[config.mk]
export PLATFORM = sky130hd
export DESIGN_NAME = instr_fetcher
export DESIGN_NICKNAME = d
export VERILOG_FILES = /design/src/rtl/core_pkg.sv /design/src/rtl/icache_array.sv /design/src/rtl/instr_fetcher.sv
export SDC_FILE = /design/constraint.sdc
export NUM_CORES = 1
export LEC_CHECK = 0
export CAP_MARGIN = 20
export CORE_MARGIN = 3
export CORE_UTILIZATION = 50
export DETAILED_ROUTE_END_ITERATION = 10
export GPL_TIMING_DRIVEN = 0
export PLACE_DENSITY = 0.73
export SLEW_MARGIN = 20
export SYNTH_ARGS = -nofsm -noshare
export SYNTH_HDL_FRONTEND = slang
export SYNTH_SLANG_ARGS = --single-unit
[constraint.sdc]
create_clock -name clk -period 4.91 [get_ports clk]
set_input_delay 0.982 -clock clk [delete_from_list [all_inputs] [get_ports clk]]
set_output_delay 0.982 -clock clk [all_outputs]
set_load 0.005 [all_outputs]
[src/rtl/core_pkg.sv]
// Shared encodings for the compute core: scheduler and fetcher states,
// plus the saturating performance-counter helper.
package core_pkg;

  // Scheduler state encodings, shared with the core scheduler.
  localparam logic [2:0] CORE_IDLE    = 3'b000;
  localparam logic [2:0] CORE_FETCH   = 3'b001;
  localparam logic [2:0] CORE_DECODE  = 3'b010;
  localparam logic [2:0] CORE_REQUEST = 3'b011;
  localparam logic [2:0] CORE_WAIT    = 3'b100;
  localparam logic [2:0] CORE_EXECUTE = 3'b101;
  localparam logic [2:0] CORE_UPDATE  = 3'b110;
  localparam logic [2:0] CORE_DONE    = 3'b111;

  // Fetcher state encodings, observed by the scheduler.
  localparam logic [2:0] FETCHER_IDLE     = 3'b000;
  localparam logic [2:0] FETCHER_FETCHING = 3'b001;
  localparam logic [2:0] FETCHER_FETCHED  = 3'b010;

  localparam int unsigned PERF_CNT_BITS = 16;

  typedef logic [PERF_CNT_BITS-1:0] perf_cnt_t;

  // Increment that sticks at all-ones instead of wrapping.
  function automatic perf_cnt_t sat_inc(input perf_cnt_t v);
    return (v == '1) ? v : v + perf_cnt_t'(1);
  endfunction

endpackage

[src/rtl/icache_array.sv]
// Direct-mapped instruction cache storage: one-word lines with valid bit
// and tag. Asynchronous read port, single write port, global flush.
module icache_array
  import core_pkg::*;
#(
  parameter  int unsigned LINES     = 8,
  parameter  int unsigned TAG_BITS  = 5,
  parameter  int unsigned DATA_BITS = 32,
  localparam int unsigned IDX_BITS  = $clog2(LINES)
) (
  input  logic                 clk,
  input  logic                 reset,
  input  logic                 flush_i,
  input  logic [IDX_BITS-1:0]  rd_index_i,
  output logic                 rd_valid_o,
  output logic [TAG_BITS-1:0]  rd_tag_o,
  output logic [DATA_BITS-1:0] rd_data_o,
  input  logic                 wr_en_i,
  input  logic [IDX_BITS-1:0]  wr_index_i,
  input  logic [TAG_BITS-1:0]  wr_tag_i,
  input  logic [DATA_BITS-1:0] wr_data_i
);

  logic [LINES-1:0]     valid_q;
  logic [TAG_BITS-1:0]  tag_q  [LINES];
  logic [DATA_BITS-1:0] data_q [LINES];

  // Valid bits: reset and flush clear all lines; flush beats a same-cycle fill.
  always_ff @(posedge clk) begin
    if (reset || flush_i) begin
      valid_q <= '0;
    end else if (wr_en_i) begin
      valid_q[wr_index_i] <= 1'b1;
    end
  end

  // Tag and data payload; only meaningful while the matching valid bit is set.
  always_ff @(posedge clk) begin
    if (wr_en_i && !flush_i && !reset) begin
      tag_q[wr_index_i]  <= wr_tag_i;
      data_q[wr_index_i] <= wr_data_i;
    end
  end

  assign rd_valid_o = valid_q[rd_index_i];
  assign rd_tag_o   = tag_q[rd_index_i];
  assign rd_data_o  = data_q[rd_index_i];

endmodule

[src/rtl/instr_fetcher.sv]
// Instruction fetch stage: looks up current_pc in a direct-mapped icache,
// fills from program memory over valid/ready on a miss, and reports
// progress to the scheduler via fetcher_state. All outputs are registered.
module instr_fetcher
  import core_pkg::*;
#(
  parameter int unsigned PROGRAM_MEM_ADDR_BITS = 8,
  parameter int unsigned PROGRAM_MEM_DATA_BITS = 32,
  parameter int unsigned CACHE_LINES           = 8
) (
  input  logic                             clk,
  input  logic                             reset,
  input  logic [2:0]                       core_state,
  input  logic [PROGRAM_MEM_ADDR_BITS-1:0] current_pc,
  input  logic                             flush,
  output logic                             mem_read_valid,
  output logic [PROGRAM_MEM_ADDR_BITS-1:0] mem_read_address,
  input  logic                             mem_read_ready,
  input  logic [PROGRAM_MEM_DATA_BITS-1:0] mem_read_data,
  output logic [2:0]                       fetcher_state,
  output logic [PROGRAM_MEM_DATA_BITS-1:0] instruction,
  output logic [15:0]                      hit_count,
  output logic [15:0]                      miss_count
);

  localparam int unsigned IDX_BITS = $clog2(CACHE_LINES);
  localparam int unsigned TAG_BITS = PROGRAM_MEM_ADDR_BITS - IDX_BITS;

  logic [2:0]                       state_q,     state_d;
  logic                             mem_valid_q, mem_valid_d;
  logic [PROGRAM_MEM_ADDR_BITS-1:0] mem_addr_q,  mem_addr_d;
  logic [PROGRAM_MEM_DATA_BITS-1:0] instr_q,     instr_d;
  perf_cnt_t                        hit_cnt_q,   hit_cnt_d;
  perf_cnt_t                        miss_cnt_q,  miss_cnt_d;

  logic                             fill_en;
  logic                             rd_valid;
  logic [TAG_BITS-1:0]              rd_tag;
  logic [PROGRAM_MEM_DATA_BITS-1:0] rd_data;
  logic                             lookup_hit;

  logic [IDX_BITS-1:0] pc_index;
  logic [TAG_BITS-1:0] pc_tag;

  assign pc_index = current_pc[IDX_BITS-1:0];
  assign pc_tag   = current_pc[PROGRAM_MEM_ADDR_BITS-1:IDX_BITS];

  // The fill uses the latched request address so a PC change mid-miss
  // cannot install the returned word under the wrong line.
  icache_array #(
    .LINES     (CACHE_LINES),
    .TAG_BITS  (TAG_BITS),
    .DATA_BITS (PROGRAM_MEM_DATA_BITS)
  ) u_icache (
    .clk        (clk),
    .reset      (reset),
    .flush_i    (flush),
    .rd_index_i (pc_index),
    .rd_valid_o (rd_valid),
    .rd_tag_o   (rd_tag),
    .rd_data_o  (rd_data),
    .wr_en_i    (fill_en && !reset),
    .wr_index_i (mem_addr_q[IDX_BITS-1:0]),
    .wr_tag_i   (mem_addr_q[PROGRAM_MEM_ADDR_BITS-1:IDX_BITS]),
    .wr_data_i  (mem_read_data)
  );

  assign lookup_hit = rd_valid && (rd_tag == pc_tag);

  // Fetch FSM next-state, memory request, instruction latch and counters.
  always_comb begin
    state_d     = state_q;
    mem_valid_d = mem_valid_q;
    mem_addr_d  = mem_addr_q;
    instr_d     = instr_q;
    hit_cnt_d   = hit_cnt_q;
    miss_cnt_d  = miss_cnt_q;
    fill_en     = 1'b0;
    case (state_q)
      FETCHER_IDLE: begin
        if (core_state == CORE_FETCH) begin
          if (lookup_hit) begin
            instr_d   = rd_data;
            hit_cnt_d = sat_inc(hit_cnt_q);
            state_d   = FETCHER_FETCHED;
          end else begin
            mem_valid_d = 1'b1;
            mem_addr_d  = current_pc;
            miss_cnt_d  = sat_inc(miss_cnt_q);
            state_d     = FETCHER_FETCHING;
          end
        end
      end
      FETCHER_FETCHING: begin
        if (mem_read_ready) begin
          instr_d     = mem_read_data;
          fill_en     = 1'b1;
          mem_valid_d = 1'b0;
          state_d     = FETCHER_FETCHED;
        end
      end
      FETCHER_FETCHED: begin
        if (core_state == CORE_DECODE) begin
          state_d = FETCHER_IDLE;
        end
      end
      default: begin
        state_d     = FETCHER_IDLE;
        mem_valid_d = 1'b0;
      end
    endcase
  end

  // State registers with synchronous active-high reset.
  always_ff @(posedge clk) begin
    if (reset) begin
      state_q     <= FETCHER_IDLE;
      mem_valid_q <= 1'b0;
      mem_addr_q  <= '0;
      instr_q     <= '0;
      hit_cnt_q   <= '0;
      miss_cnt_q  <= '0;
    end else begin
      state_q     <= state_d;
      mem_valid_q <= mem_valid_d;
      mem_addr_q  <= mem_addr_d;
      instr_q     <= instr_d;
      hit_cnt_q   <= hit_cnt_d;
      miss_cnt_q  <= miss_cnt_d;
    end
  end

  assign fetcher_state    = state_q;
  assign mem_read_valid   = mem_valid_q;
  assign mem_read_address = mem_addr_q;
  assign instruction      = instr_q;
  assign hit_count        = hit_cnt_q;
  assign miss_count       = miss_cnt_q;

endmodule

==> results of run 1 <==
==> layout make-up <==
class,count,share of cell area
flip-flops and latches,379,0.574
clock inverters,21,0.0112
plain buffers,61,0.0162
multi-input cells,507,0.233
repair buffers,145,0.0831
well taps,384,0.0261
inverters,5,0.00102
clock buffers,48,0.0559
==> cells in the mapped netlist, types with 3 or more instances <==
library cell,number
a21oi_1,55
and3_1,5
and4_1,5
buf_1,10
buf_2,10
buf_4,7
buf_6,4
clkbuf_1,30
dfxtp_1,83
edfxtp_1,296
inv_1,5
mux2_2,3
mux2i_1,61
mux4_2,71
nand2_1,51
nand3_1,46
nand4_1,8
nor2_1,37
nor2b_1,7
nor3_1,10
o21a_1,6
o21ai_0,79
o31ai_1,6
or2_2,3
or3_1,11
or4_1,7
xnor2_1,4
xor2_1,8
==> report_power, final <==
part | switching, mW | leakage, nW | total [mW] | internal [mW]
registers | 0.0124 | 3.29 | 3.47 | 3.46
logic | 0.174 | 2.15 | 0.318 | 0.145
clock network | 1.19 | 0.591 | 2.84 | 1.65
==> worst reg2reg max path: stages (launching register included) <==
cell      delay, ns
edfxtp_1       0.32
mux2i_1        0.08
mux4_2         0.49
xor2_1         0.20
nand4_1        0.25
buf_4          0.26
nor2_1         0.50
clkbuf_1       0.40
o21ai_0        0.25
a21oi_1        0.20
==> logic make-up after synthesis <==
family	after synthesis
compound gates	154
xor+xnor	12
buf+inv	66
mux	137
simple gates	201
other cells	1
flops	379
fa+ha+maj	2
==> layer usage <==
layer / track usage / vias up
met5: 0 / -
met3: 0.0475 / 66
li1: - / 4096
met1: 0.295 / 4591
met4: 0.0560 / 2
met2: 0.339 / 409
==> metrics by stage <==
step	setup WS, ns	utilization	area (sq um)	setup TNS [ns]
after floorplan	0.0770	-	15100	0
after global placement	-3.00	0.573	16800	-527.44
after detailed placement	0.607	0.587	17200	0
after CTS	1.12	0.629	18400	0
after global routing	0.934	0.629	18400	0
final	1.12	0.629	18400	0
==> state kept, by name, summed over array words and instances, names as in the netlist <==
register and cells:
u_icache.data_q 256, u_icache.tag_q 40, instruction 32, hit_count 16, miss_count 16, mem_read_address 8, u_icache.valid_q 8, fetcher_state 2
mem_read_valid 1
==> worst max path at each step <==
stage | start | to | depth (start not counted)
floorplan | reset | u_icache.data_q[1][0] | 6
global placement | mem_read_ready | u_icache.data_q[0][21] | 5
detailed placement | current_pc[2] | instruction[2] | 10
CTS | current_pc[2] | instruction[2] | 10
global route | current_pc[2] | instruction[2] | 9
finish | current_pc[2] | instruction[2] | 10
==> flow_metrics.tcl, run 1 <==
set metrics [dict create \
    drt_iter0_markers 785 \
    nets 1186 \
    vias_per_cell 5.91 \
    synth_top_cell_by_area "edfxtp_1" \
    synth_xor_area_frac 0.00696 \
    status "finished, final reports clean" \
    die-area_sq_um 32300 \
    setup-violations-final 0 \
    whs_endpoint "mem_read_valid" \
    initial_utilization 0.516 \
    yosysUniqueCellTypes 45 \
    final_cells 1550 \
    critPathRequiredTime_ns 5.35 \
    cap_viol_max_count 0 \
    r2r_cells 9 \
    drt-total-wl_microns 34500 \
    critPathArrivalTime_ns 4.22 \
    worstSetupEndpointType "register" \
    cts.sinks 379 \
    path_clk_slew_ns 0.06 \
    final_cell_mix "edfxtp_1, clkdlybuf4s50_1, dfxtp_1" \
    route.met3.wl_microns 2940 \
    grt_max_degree 22 \
    num_vias 9164 \
    slowest_stage "clkdlybuf4s50_1" \
    overflow 0 \
    p_leak_nw 6.03 \
    cts_inserted_buffers 38 \
    syn_area_sq_um 15100 \
    met2_length_microns 16700 \
    vdd_drop_max_uv 262 \
    critical_path.reg2reg.endpoint "instruction[2]" \
    clockBufferDepth 3 \
    antenna_found_initial 2 \
    dp_cells 1481 \
    hold_buffers 0 \
    cpPeakStageDelay_ns 0.57 \
    yosysSeqAreaShare 0.699 \
    antenna_cells 0 \
    fmax_mhz 264 \
    fin_crit_sh 0.771 \
    dp_hpwl_microns 23300 \
    clk_latency_ns 0.53 \
    hold_slack_ns 0.459 \
    first_pass_iters 5 \
    syn2layout_area_growth_pct 21.8 \
    hold_viol_final 0 \
    synth_ff_type "edfxtp_1" \
    crit_fanout 10 \
    reg2reg_setup_slack_ns 1.88 \
    hold_path.class "register to register" \
    synthMuxAreaShare 0.150 \
    fillerInstances 2097 \
    tightestPinTransition_ns 0.951 \
    rows 62 \
    relSlewSlack 0.366 \
    cts_setup_buffers 0 \
    power.total_mw 6.63 \
    grt_pass1_wl_microns 53500 \
    yosysWarnings 0 \
    drc_errors 0 \
    crit_chain "clkdlybuf4s50_1 > buf_4 > mux4_2 > xor2_1 > nand4_1 > buf_4 > nor2_1 > clkbuf_1 > o21ai_0 > a21oi_1" \
    avgSynthCellArea_sq_um 15.9 \
    final_common_cell "edfxtp_1" \
    highest_layer "met5" \
    die_w_microns 180 \
    routedWlPerCell_microns 22.3 \
    synth.area.top_cells "edfxtp_1, dfxtp_1, mux4_2, mux2i_1, o21ai_0" \
    ios 123 \
    wl_met1_microns 14100 \
    worstHoldPathCells 2 \
    synth_top_family_by_area "multiplexers" \
    ys_async_sr_fraction 0 \
    cp_common_cell "buf_4" \
    synth_compound_area_frac 0.0548 \
    root_buffer "clkbuf_16" \
    synth_top_area_share 0.589 \
    synth_fa_ha_area_frac 0.00166 \
    ctsHtreeMaxLevel 2 \
    regArea_sq_um 10600 \
    ys_seq_elements 379 \
    crit_buf_inv 4 \
    start_kind "input port" \
    multi_input_comb_area_sq_um 4290 \
    finalMaxSlewViolations 0 \
    die_y_microns 180 \
    power.density_nw_per_um2 361 \
    synth_edf_count 296 \
    globalplace.congestion 0.810 \
    core_sq_um 29200 \
    drive_above_1_share 0.170 \
    grt_pass1_vias 9209 \
    crit_family "buffers and inverters" \
    antenna_left 0 \
    syn_nets 1001 \
    cts_tree "yes" \
    grt_setup_unrepaired "no" \
    yosys.area_share.simple 0.0668 \
    crit_type "input port to register" \
    grt_usage 0.211 \
    worstReg2RegStart "u_icache.tag_q[7][3]" \
    hold_start "mem_read_valid" \
    fin_crit_ns 3.79 \
    skew_ns 0.0221 \
    ctsResizeCount 0 \
    port_buffers 117 \
    syn-instance-count 952 \
]
(Power assumes the default switching activity.)
==> inputs of run 2 (changes only) <==
PLACE_DENSITY = 0.7   (was 0.73)
clock period = 3.7 ns   (was 4.91 ns; I/O delays follow)
==> flow_metrics.tcl, run 2 (synthesis gave the netlist of run 1 again) <==
set metrics [dict create \
    hold_path.class "register to register" \
    power.total_mw 8.83 \
    dp_cells 1475 \
    ios 123 \
    fillerInstances 2048 \
    setup-tns-final_ns 0 \
    grt_max_degree 17 \
    setup-violations-final 0 \
    grt_setup_unrepaired "no" \
    skew_ns 0.0196 \
    slowest_stage "clkdlybuf4s50_1" \
    ctsHtreeMaxLevel 2 \
    cts.sinks 379 \
    drt-total-wl_microns 35300 \
    cp_common_cell "buf_4" \
    antenna_found_initial 2 \
    wl_met1_microns 15100 \
    status "finished, final reports clean" \
    hold_buffers 0 \
    crit_chain "clkdlybuf4s50_1 > buf_4 > mux4_2 > xor2_1 > nand4_1 > buf_4 > nor2_2 > clkbuf_1 > o21ai_0 > a21oi_1" \
    critPathRequiredTime_ns 4.14 \
    syn2layout_area_growth_pct 22.4 \
    worstSetupEndpointType "register" \
    root_buffer "clkbuf_16" \
    highest_layer "met5" \
    p_leak_nw 6.03 \
    dp_hpwl_microns 23500 \
    die_y_microns 180 \
    die_w_microns 180 \
    cap_viol_max_count 0 \
    crit_family "buffers and inverters" \
    largest_reg_flops 256 \
    crit_buf_inv 4 \
    overflow 0 \
    tightestPinTransition_ns 0.951 \
    grt_pass1_vias 8982 \
    vdd_drop_max_uv 367 \
    crit_type "input port to register" \
    antenna_left 0 \
    grt_pass1_wl_microns 54200 \
    crit_fanout 10 \
    final_cells 1547 \
    drt_iter0_markers 802 \
    hold_viol_final 0 \
    finalMaxSlewViolations 0 \
    final_cell_mix "edfxtp_1, clkdlybuf4s50_1, dfxtp_1" \
    first_pass_iters 5 \
    nets 1181 \
    cts_inserted_buffers 39 \
    hold_slack_ns 0.452 \
    path_clk_slew_ns 0.06 \
    routedWlPerCell_microns 22.8 \
    cpPeakStageDelay_ns 0.57 \
    grt_usage 0.215 \
    power.density_nw_per_um2 478 \
    fmax_mhz 296 \
    regMostFlops "u_icache.data_q" \
    rows 62 \
    core_sq_um 29200 \
    fin_crit_ns 3.38 \
    die-area_sq_um 32300 \
    met2_length_microns 17000 \
    fin_crit_sh 0.913 \
    globalplace.congestion 0.799 \
    drive_above_1_share 0.161 \
    final_common_cell "edfxtp_1" \
    route.met3.wl_microns 2520 \
    post-route-util 0.632 \
    start_kind "input port" \
    drc_errors 0 \
    critPathArrivalTime_ns 3.81 \
    num_vias 9110 \
    relSlewSlack 0.366 \
    clk_latency_ns 0.52 \
    cts_tree "yes" \
    clockBufferDepth 3 \
    initial_utilization 0.516 \
    vias_per_cell 5.89 \
    port_buffers 117 \
]
run 2: cell count changes in the layout (fill, tap and decap cells not counted), moves of 2 or more:
cell        previous run  this run
nor3_4                 0         4
buf_4                 24         7
buf_8                  0        11
buf_16                 6         8
diode_2                0         2
nor3_2                 5         1
clkinvlp_4             4         0
clkinvlp_2             2         0
clkbuf_1              36        44
run 2: worst reg2reg max path: stages, from the launching register on:
cell	delay, ns
dfxtp_1	0.49
nor2b_1	0.38
and3_1	0.28
nand2_1	0.09
or2_2	0.35
nor3_4	0.50
buf_8	0.23
buf_8	0.16
buf_6	0.17
run 2: metrics by stage:
step | cell area, sq um | setup WS, ns
6_report | 18500 | 0.321
5_1_grt | 18500 | 0.128
4_1_cts | 18500 | 0.188
3_5_place_dp | 17200 | -0.334
3_3_place_gp | 16800 | -1.95
2_1_floorplan | 15100 | 0.120
run 2: area by class of cell:
cell class / count / area [sq um] / area share
Antenna cell: 2 / 5.00 / 0.000271
Buffer: 61 / 298 / 0.0161
Clock buffer: 58 / 1100 / 0.0593
Clock inverter: 12 / 136 / 0.00738
Inverter: 5 / 18.8 / 0.00102
Multi-Input combinational cell: 507 / 4310 / 0.233
Sequential cell: 379 / 10600 / 0.571
Tap cell: 384 / 480 / 0.0260
Timing Repair Buffer: 139 / 1590 / 0.0860
run 2: metal layers:
metal  track usage  vias up
met5             0        -
met2         0.349      335
li1              -     4092
met1         0.306     4631
met3        0.0416       50
met4        0.0523        2
run 2: final timing paths:
check	end	startpoint	cells past startpoint	slack [ns]
max	instruction[4]	current_pc[2]	10	0.32
min	mem_read_valid	mem_read_valid	2	0.45
max reg2reg	u_icache.data_q[1][22]	fetcher_state[0]	8	0.75
min reg2reg	mem_read_valid	mem_read_valid	2	0.45
run 2: where the power goes:
part           internal [mW]  total, mW  switching, mW
Combinational          0.192      0.426          0.234
Sequential              4.60       4.61         0.0165
Clock                   2.26       3.79           1.53
run 2: what timing repair did:
item	4_1_cts	5_1_grt
endpoints found under the setup margin	0	3
buffers inserted	0	0
resized for setup	0	1
